**config.mk**
```make
export PLATFORM = sky130hd
export DESIGN_NAME = fu_sequencer
export DESIGN_NICKNAME = d
export VERILOG_FILES = /design/src/rtl/fu_sequencer.sv
export SDC_FILE = /design/constraint.sdc
export NUM_CORES = 1
export LEC_CHECK = 0
export CAP_MARGIN = 15
export CORE_MARGIN = 8
export CORE_UTILIZATION = 40
export CTS_BUF_LIST = sky130_fd_sc_hd__clkbuf_4 sky130_fd_sc_hd__clkbuf_8
export CTS_CLUSTER_SIZE = 8
export DETAILED_ROUTE_END_ITERATION = 8
export DONT_BUFFER_PORTS = 1
export PLACE_DENSITY_LB_ADDON = 0.2
export SLEW_MARGIN = 40
export SYNTH_ARGS = -nofsm -noshare
export SYNTH_HDL_FRONTEND = slang
export SYNTH_SLANG_ARGS = --single-unit
```
**constraint.sdc**
```tcl
create_clock -name clk -period 4.96 [get_ports clk]
set_input_delay 0.992 -clock clk [delete_from_list [all_inputs] [get_ports clk]]
set_output_delay 0.992 -clock clk [all_outputs]
set_load 0.005 [all_outputs]
```
**src/rtl/fu_sequencer.sv**
```systemverilog
// fu_sequencer: single-issue valid/ready sequencer for the 8-bit add/sub/mul/and/or/xor units
module fu_sequencer #(
  parameter int MUL_CYCLES = 3,
  parameter int CNT_W = 16
) (
  input  logic             clk,
  input  logic             rst,
  input  logic             in_valid,
  output logic             in_ready,
  input  logic [2:0]       in_op,
  input  logic [7:0]       in_a,
  input  logic [7:0]       in_b,
  output logic             out_valid,
  input  logic             out_ready,
  output logic [7:0]       out_data,
  output logic             out_err,
  output logic             busy,
  output logic [CNT_W-1:0] op_count
);
  typedef enum logic [1:0] {IDLE, EXEC, DONE} state_t;
  localparam logic [3:0] MUL_N = 4'(MUL_CYCLES - 1);
  state_t state, state_nx;
  logic [3:0] cnt;
  logic [2:0] op;
  logic [7:0] a, b, res;
  logic ill;
  always_ff @(posedge clk or posedge rst)
    if (rst) state <= IDLE;
    else state <= state_nx;
  always_comb begin
    state_nx = state;
    case (state)
      IDLE:    state_nx = (in_valid && in_ready) ? EXEC : IDLE;
      EXEC:    state_nx = (cnt == 4'd0) ? DONE : EXEC;
      DONE:    state_nx = out_ready ? IDLE : DONE;
      default: state_nx = IDLE;
    endcase
  end
  always_comb begin
    in_ready  = (state == IDLE) && !rst;
    out_valid = (state == DONE) && !rst;
    busy      = state != IDLE;
  end
  // the latched operands feed every unit; op only selects which result is captured
  always_comb begin
    ill = op[2] & op[1];
    res = op == 3'd0 ? a + b :
          op == 3'd1 ? a - b :
          op == 3'd2 ? 8'(a * b) :
          op == 3'd3 ? a & b :
          op == 3'd4 ? a | b :
          op == 3'd5 ? a ^ b : 8'd0;
  end
  always_ff @(posedge clk or posedge rst)
    if (rst) begin
      cnt <= '0;
      op <= '0;
      a <= '0;
      b <= '0;
      out_data <= '0;
      out_err <= 1'b0;
      op_count <= '0;
    end else begin
      if (state == IDLE && in_valid) begin
        op <= in_op;
        a <= in_a;
        b <= in_b;
        cnt <= (in_op == 3'd2) ? MUL_N : 4'd0;
      end
      if (state == EXEC && cnt != 4'd0) cnt <= cnt - 4'd1;
      if (state == EXEC && cnt == 4'd0) begin
        out_data <= res;
        out_err <= ill;
      end
      if (state == DONE && out_ready) op_count <= op_count + 1'b1;
    end
endmodule

```
==> results of run 1 <==
==> worst max-delay path, cell delays in order (launching register included) <==
cell	delay, ns
dfrtp_1	0.44
inv_1	0.28
nor2_1	0.08
ha_1	0.23
fa_1	0.48
ha_1	0.29
inv_1	0.05
fa_1	0.58
inv_1	0.06
ha_1	0.28
a21o_1	0.18
a21oi_1	0.18
xor2_1	0.19
nor4b_1	0.07
nor4_1	0.36
a21oi_1	0.12
==> worst max path at each step <==
stage          cells past startpoint  startpoint     endpoint
3_5_place_dp                      15        a[1]  out_data[6]
6_report                          15        a[1]  out_data[6]
4_1_cts                           15        a[1]  out_data[6]
2_1_floorplan                     13        a[3]  out_data[7]
3_3_place_gp                      15        a[1]  out_data[6]
5_1_grt                           15        a[1]  out_data[6]
==> stage by stage <==
stage / utilization / power (mW) / setup WS [ns]
floorplan: - / 2.60 / 1.31
global placement: 0.422 / 3.07 / 0.979
detailed placement: 0.423 / 3.11 / 0.938
CTS: 0.431 / 3.37 / 0.926
global route: 0.431 / 3.76 / 0.641
finish: 0.431 / 3.35 / 0.959
==> sequential cells by signal (all words and copies together) (netlist names) <==
name,cells
op,3
b,8
a,8
state,2
op_count,16
out_err,1
cnt,4
out_data,8
==> synth_stat cells, types with 2 or more instances <==
library cell / count / area, um^2
nor2_1: 46 / 173
or3_1: 3 / 18.8
nor2b_1: 4 / 25.0
xor2_1: 12 / 105
nand4_1: 4 / 25.0
o21bai_1: 5 / 37.5
fa_1: 14 / 280
nor2_2: 2 / 12.5
clkbuf_1: 8 / 30.0
nor3_1: 5 / 25.0
nand2b_1: 7 / 43.8
nand3_1: 7 / 35.0
nand2_1: 54 / 203
a21oi_1: 23 / 115
o22a_1: 4 / 35.0
dfrtp_1: 50 / 1250
xnor2_1: 24 / 210
nor4_1: 2 / 12.5
mux2_2: 6 / 67.6
mux2i_1: 7 / 70.1
buf_4: 3 / 22.5
buf_2: 7 / 35.0
ha_1: 41 / 513
nor3b_1: 2 / 15.0
o21ai_0: 34 / 170
a22oi_1: 2 / 15.0
a31oi_1: 2 / 12.5
a21o_1: 4 / 30.0
inv_1: 56 / 210
==> kinds of logic (layout without fill, tap and decap cells) <==
family,count (synthesis),count (layout),synth area share
AO/OA/AOI/OAI,84,84,0.131
flip-flops,50,50,0.311
adder cells (fa/ha/maj),55,55,0.197
buffers and inverters,74,66,0.0740
AND/OR/NAND/NOR,144,144,0.168
multiplexers,14,14,0.0398
XOR/XNOR,36,36,0.0783
==> cell type report <==
cell class	count	area, um^2
inverter	56	213
clock inverter	2	13.8
timing repair buffer	3	22.5
fill	988	5560
tap	133	166
clock buffer	5	68.8
sequential	50	1250
multi-input combinational	333	2480
==> power by group through the flow <==
stage | clock network, mW | logic, mW | registers (mW)
4_1_cts | 0.255 | 2.36 | 0.755
3_3_place_gp | 0 | 2.31 | 0.758
5_1_grt | 0.269 | 2.71 | 0.783
3_5_place_dp | 0 | 2.35 | 0.765
6_report | 0.246 | 2.35 | 0.753
2_1_floorplan | 0 | 1.92 | 0.674
==> layer usage <==
layer	GRT usage	share of wire
met5	0	0
met4	0.0311	0.012
met3	0.0383	0.068
met2	0.233	0.43
met1	0.209	0.49
==> out/qor.tcl, run 1 <==
set qor(power.switching_fraction) 0.506
set qor(placeable_core_region_um2) 9770
set qor(die-height_um) 116
set qor(grt_first_pass_wirelength_um) 16100
set qor(flip_flop_and_latch_count_after_synthesis) 50
set qor(leakage_power_nw) 2.00
set qor(finalHoldViolCount) 0
set qor(reg2reg_to) {out_data[6]}
set qor(synth.yosys.seq_area_share) 0.311
set qor(clk_path_buf_depth) 2
set qor(number_of_buffer_cells_added_on_primary_ports) 0
set qor(worst_ep_required_ns) 5.14
set qor(worstRegToRegCells) 15
set qor(criticalPathCategory) {reg2reg}
set qor(routabilityCongestion) 0.916
set qor(finish.net_count) 527
set qor(dr.first_iter.drc_count) 199
set qor(yosysWarningCount) 0
set qor(post_route_setup_tns_ns) 0
set qor(layout-area-overhead-vs-synth_pct) 4.69
set qor(seq_power_share) 0.225
set qor(synth-main-ff-cell) {dfrtp_1}
set qor(setup_violations) 0
set qor(gr-total-overflow) 0
set qor(cp_data_arrival_time_ns) 4.18
set qor(synthesis.area_um2) 4030
set qor(cts_hold_buffers) 0
set qor(clockPowerShare) 0.073
set qor(hold_path_depth) 2
set qor(vdd_drop_max_mv) 0.273
set qor(post_route_cell_area_um2) 4210
set qor(min_delay_worst_endpoint) {out_data[1]}
set qor(yosysUniqueCellTypes) 48
set qor(grt_pass1_vias) 3120
set qor(place_hpwl_um) 7560
set qor(floorplan.io_pins) 51
set qor(synth-edff-count) 0
set qor(layout_commonest_cell) {inv_1}
set qor(min_period_ns) 4.00
set qor(ff2ff_setup_slack_ns) 0.96
set qor(fin_cells) 582
set qor(clockRootBuffer) {clkbuf_8}
set qor(placedInstanceArea_um2) 4130
set qor(die_width_um) 116
set qor(avgRoutedWirePerCell_um) 16.3
set qor(min_from) {out_data[1]}
set qor(combPwrFrac) 0.702
set qor(hold_path.class) {reg2reg}
set qor(post_route_clock_skew_ns) 0.0110
set qor(dpl_cells) 575
set qor(initial_utilization) 0.412
set qor(drc) 0
set qor(power-per-cell-area_nw_per_um2) 796
set qor(layout.cells.most_common_list) {inv_1, nand2_1, dfrtp_1}
set qor(critPathCaptureType) {flip-flop}
set qor(ys_async_sr_fraction) 1.00
set qor(cts_inserted_buffers) 5
set qor(grt_use_total) 0.151
set qor(critical_path.startpoint_type) {flip-flop}
set qor(postRouteWirelength_um) 9510
set qor(slew_violations) 0
set qor(power_switching_mw) 1.70
set qor(n_antenna_cell) 0
set qor(final_layout_size_suffix_gt1_frac) 0.0668
set qor(rsz0062_at_grt) {false}
set qor(pin_count_of_the_biggest_net_entering_global_routing) 51
set qor(tightest_slew_ns) 0.677
set qor(ctsResizeCount) 0
set qor(fin_worst_hold_slack_ns) 0.516
set qor(route.vias.total) 2986
set qor(post_synth_inst_count) 457
set qor(tritoncts) {built}
set qor(cts.htree.levels) 2
set qor(antenna_found_initial) 0
set qor(drt_pre_antenna_iters) 4
set qor(detail-route-antenna-nets) 0
set qor(cts_sinks) 50
set qor(design.die.area_um2) 13500
set qor(insertion_delay_ns) 0.31
set qor(intPower_mw) 1.65
set qor(status) {finished clean}
set qor(critPathMaxFanout) 7
set qor(synth_fp_nets) 535
set qor(max_cap_violations) 0
set qor(syn_area_per_cell_um2) 8.81
set qor(fmaxAchievable_mhz) 250
set qor(cts.clk_slew.worst_paths_ns) 0.10
set qor(post_cts.repair.setup_buffers) 0
set qor(reg2reg_from) {a[1]}
set qor(avgViaCountPerCell) 5.13
set qor(normalized_max_slew_margin) 0.549
set qor(fin_crit_sh) 0.807
set qor(num_rows) 36
No activity file was read; power rests on OpenSTA's default activity.
==> run 2, diff against run 1 <==
==> constraint.sdc (replaced) <==
create_clock -name clk -period 3.8 [get_ports clk]
set_input_delay 0.76 -clock clk [delete_from_list [all_inputs] [get_ports clk]]
set_output_delay 0.76 -clock clk [all_outputs]
set_load 0.005 [all_outputs]
==> run 2 against run 1 <==
Combinational power up 49%. Utilization up 3.0 points. Sequential power up 30%. Die area unchanged. Critical path type unchanged. Highest routed layer unchanged.
==> out/qor.tcl, run 2 (same netlist as run 1, synthesis figures left out) <==
set qor(critPathCaptureType) {flip-flop}
set qor(power-per-cell-area_nw_per_um2) 1070
set qor(setup_violations) 0
set qor(clk_path_buf_depth) 2
set qor(clockRootBuffer) {clkbuf_8}
set qor(grt_first_pass_wirelength_um) 16500
set qor(worstRegToRegCells) 18
set qor(placeable_core_region_um2) 9770
set qor(die-height_um) 116
set qor(layout_commonest_cell) {nand2_1}
set qor(cp.buffers_inverters) 5
set qor(min_period_ns) 3.67
set qor(worst_ep_required_ns) 4.01
set qor(leakage_power_nw) 2.13
set qor(fmaxAchievable_mhz) 272
set qor(cp_data_arrival_time_ns) 3.89
set qor(routed_metal_1_wire_length_um) 4710
set qor(post-place-ws_ns) -0.0733
set qor(rsz0062_at_grt) {true}
set qor(finalHoldViolCount) 0
set qor(final_layout_size_suffix_gt1_frac) 0.169
set qor(dr.first_iter.drc_count) 142
set qor(normalized_max_slew_margin) 0.501
set qor(max_cap_violations) 0
set qor(reg2reg_to) {out_data[5]}
set qor(initial_utilization) 0.412
set qor(pin_count_of_the_biggest_net_entering_global_routing) 51
set qor(die_width_um) 116
set qor(dpl_cells) 596
set qor(drt_pre_antenna_iters) 5
set qor(registers.top_by_ff_count) {op_count}
set qor(cts.clk_slew.worst_paths_ns) 0.11
set qor(detail-route-antenna-nets) 0
set qor(layout.cells.most_common_list) {nand2_1, dfrtp_1, inv_1}
set qor(fin_ws_ns) 0.128
set qor(fin_util) 0.461
set qor(tightest_slew_ns) 0.749
set qor(vdd_drop_max_mv) 0.381
set qor(floorplan.io_pins) 51
set qor(route.vias.total) 3102
set qor(design.die.area_um2) 13500
set qor(grt_use_total) 0.155
set qor(slew_violations) 0
set qor(worst_path_dominant_cell_family) {adder cells}
set qor(reg2reg_from) {b[3]}
set qor(criticalPathCategory) {reg2reg}
set qor(tritoncts) {built}
set qor(status) {finished clean}
set qor(layout-area-overhead-vs-synth_pct) 12.0
set qor(routabilityCongestion) 0.891
set qor(critPathMostFrequentCell) {a21oi_1}
set qor(path_length_in_cells_of_the_critical_path) 18
set qor(cts.htree.levels) 2
set qor(avgViaCountPerCell) 5.08
set qor(wl_met2_um) 4370
set qor(hold_path.class) {in2async}
set qor(n_antenna_cell) 0
set qor(fin_cells) 611
set qor(number_of_buffer_cells_added_on_primary_ports) 0
set qor(finish.net_count) 555
set qor(dr_wl_met3_um) 616
set qor(grt_pass1_vias) 3142
set qor(num_rows) 36
set qor(insertion_delay_ns) 0.32
set qor(timing.critical_path.slowest_stage_cell) {fa_1}
set qor(critical_path.cell_chain) {buf_4 -> buf_4 -> nand2_2 -> fa_2 -> inv_2 -> fa_1 -> ha_1 -> inv_1 -> fa_1 -> inv_2 -> ha_4 -> xor2_1 -> nor2_1 -> a21oi_1 -> a21oi_1 -> o21bai_1 -> a21oi_1 -> a22o_1}
set qor(fin_crit_sh) 0.966
set qor(largest_reg_flops) 16
set qor(antenna_found_initial) 0
set qor(cts_sinks) 50
set qor(ff2ff_setup_slack_ns) 0.13
set qor(p_total_mw) 4.84
set qor(drc) 0
set qor(critical_path.startpoint_type) {flip-flop}
set qor(post_route_clock_skew_ns) 0.00618
set qor(postRouteWirelength_um) 9820
set qor(crit_path_max_incr_delay_ns) 0.50
set qor(critPathMaxFanout) 3
set qor(place_hpwl_um) 7730
set qor(highest_layer) {met4}
set qor(gr-total-overflow) 0
set qor(cts_inserted_buffers) 5
set qor(avgRoutedWirePerCell_um) 16.1
run 2: cell count changes in the layout (fill, tap and decap cells not counted), sizes merged:
cell / previous run / this run
buf: 3 / 31
clkinv: 1 / 2
run 2: final cells by class:
class,count,area (um^2)
clock buffers,5,68.8
clock inverters,3,28.8
inverters,56,213
multi-input cells,333,2540
fillers,980,5270
repair buffers,31,236
well taps,133,166
flip-flops and latches,50,1250
run 2: worst register-to-register path, cell delays in order (launching register included):
cell	delay, ns
dfrtp_1	0.39
buf_4	0.12
buf_4	0.10
nand2_2	0.05
fa_2	0.38
inv_2	0.07
fa_1	0.43
ha_1	0.29
inv_1	0.05
fa_1	0.50
inv_2	0.05
ha_4	0.27
xor2_1	0.14
nor2_1	0.06
a21oi_1	0.16
a21oi_1	0.10
o21bai_1	0.17
a21oi_1	0.05
a22o_1	0.20
run 2: worst max path at each step:
stage / slack (ns) / start / to
after global placement: -0.008 / a[0] / out_data[6]
after floorplan: 0.15 / a[3] / out_data[7]
after CTS: 0.01 / a[2] / out_data[7]
final: 0.13 / b[3] / out_data[5]
after global routing: -0.03 / b[3] / out_data[7]
after detailed placement: -0.07 / a[2] / out_data[7]
run 2: power breakdown:
| group | internal, mW | switching [mW] |
|---|---|---|
| Clock | 0.137 | 0.212 |
| Sequential | 0.719 | 0.259 |
| Combinational | 1.63 | 1.88 |
run 2: per-stage QoR:
stage          hold WS, ns  instance area [um^2]  setup TNS, ns
3_3_place_gp         0.499                  4290       -0.00810
3_5_place_dp         0.506                  4290         -0.149
2_1_floorplan        0.465                  4030              0
6_report             0.388                  4510              0
5_1_grt              0.440                  4510        -0.0795
4_1_cts              0.413                  4430              0
run 2: routing by layer:
| metal | vias to the layer above | GRT usage |
|---|---|---|
| met2 | 80 | 0.237 |
| met5 | - | 0 |
| li1 | 1532 | - |
| met3 | 13 | 0.0372 |
| met1 | 1477 | 0.216 |
| met4 | 0 | 0.0372 |
run 2: what timing repair did:
action | in CTS | in global routing
setup buffers | 3 | 5
pin swaps | 2 | 28
setup endpoints to repair | 3 | 3
resized for setup | 4 | 19
gates cloned | 0 | 0
hold buffers | 0 | 0
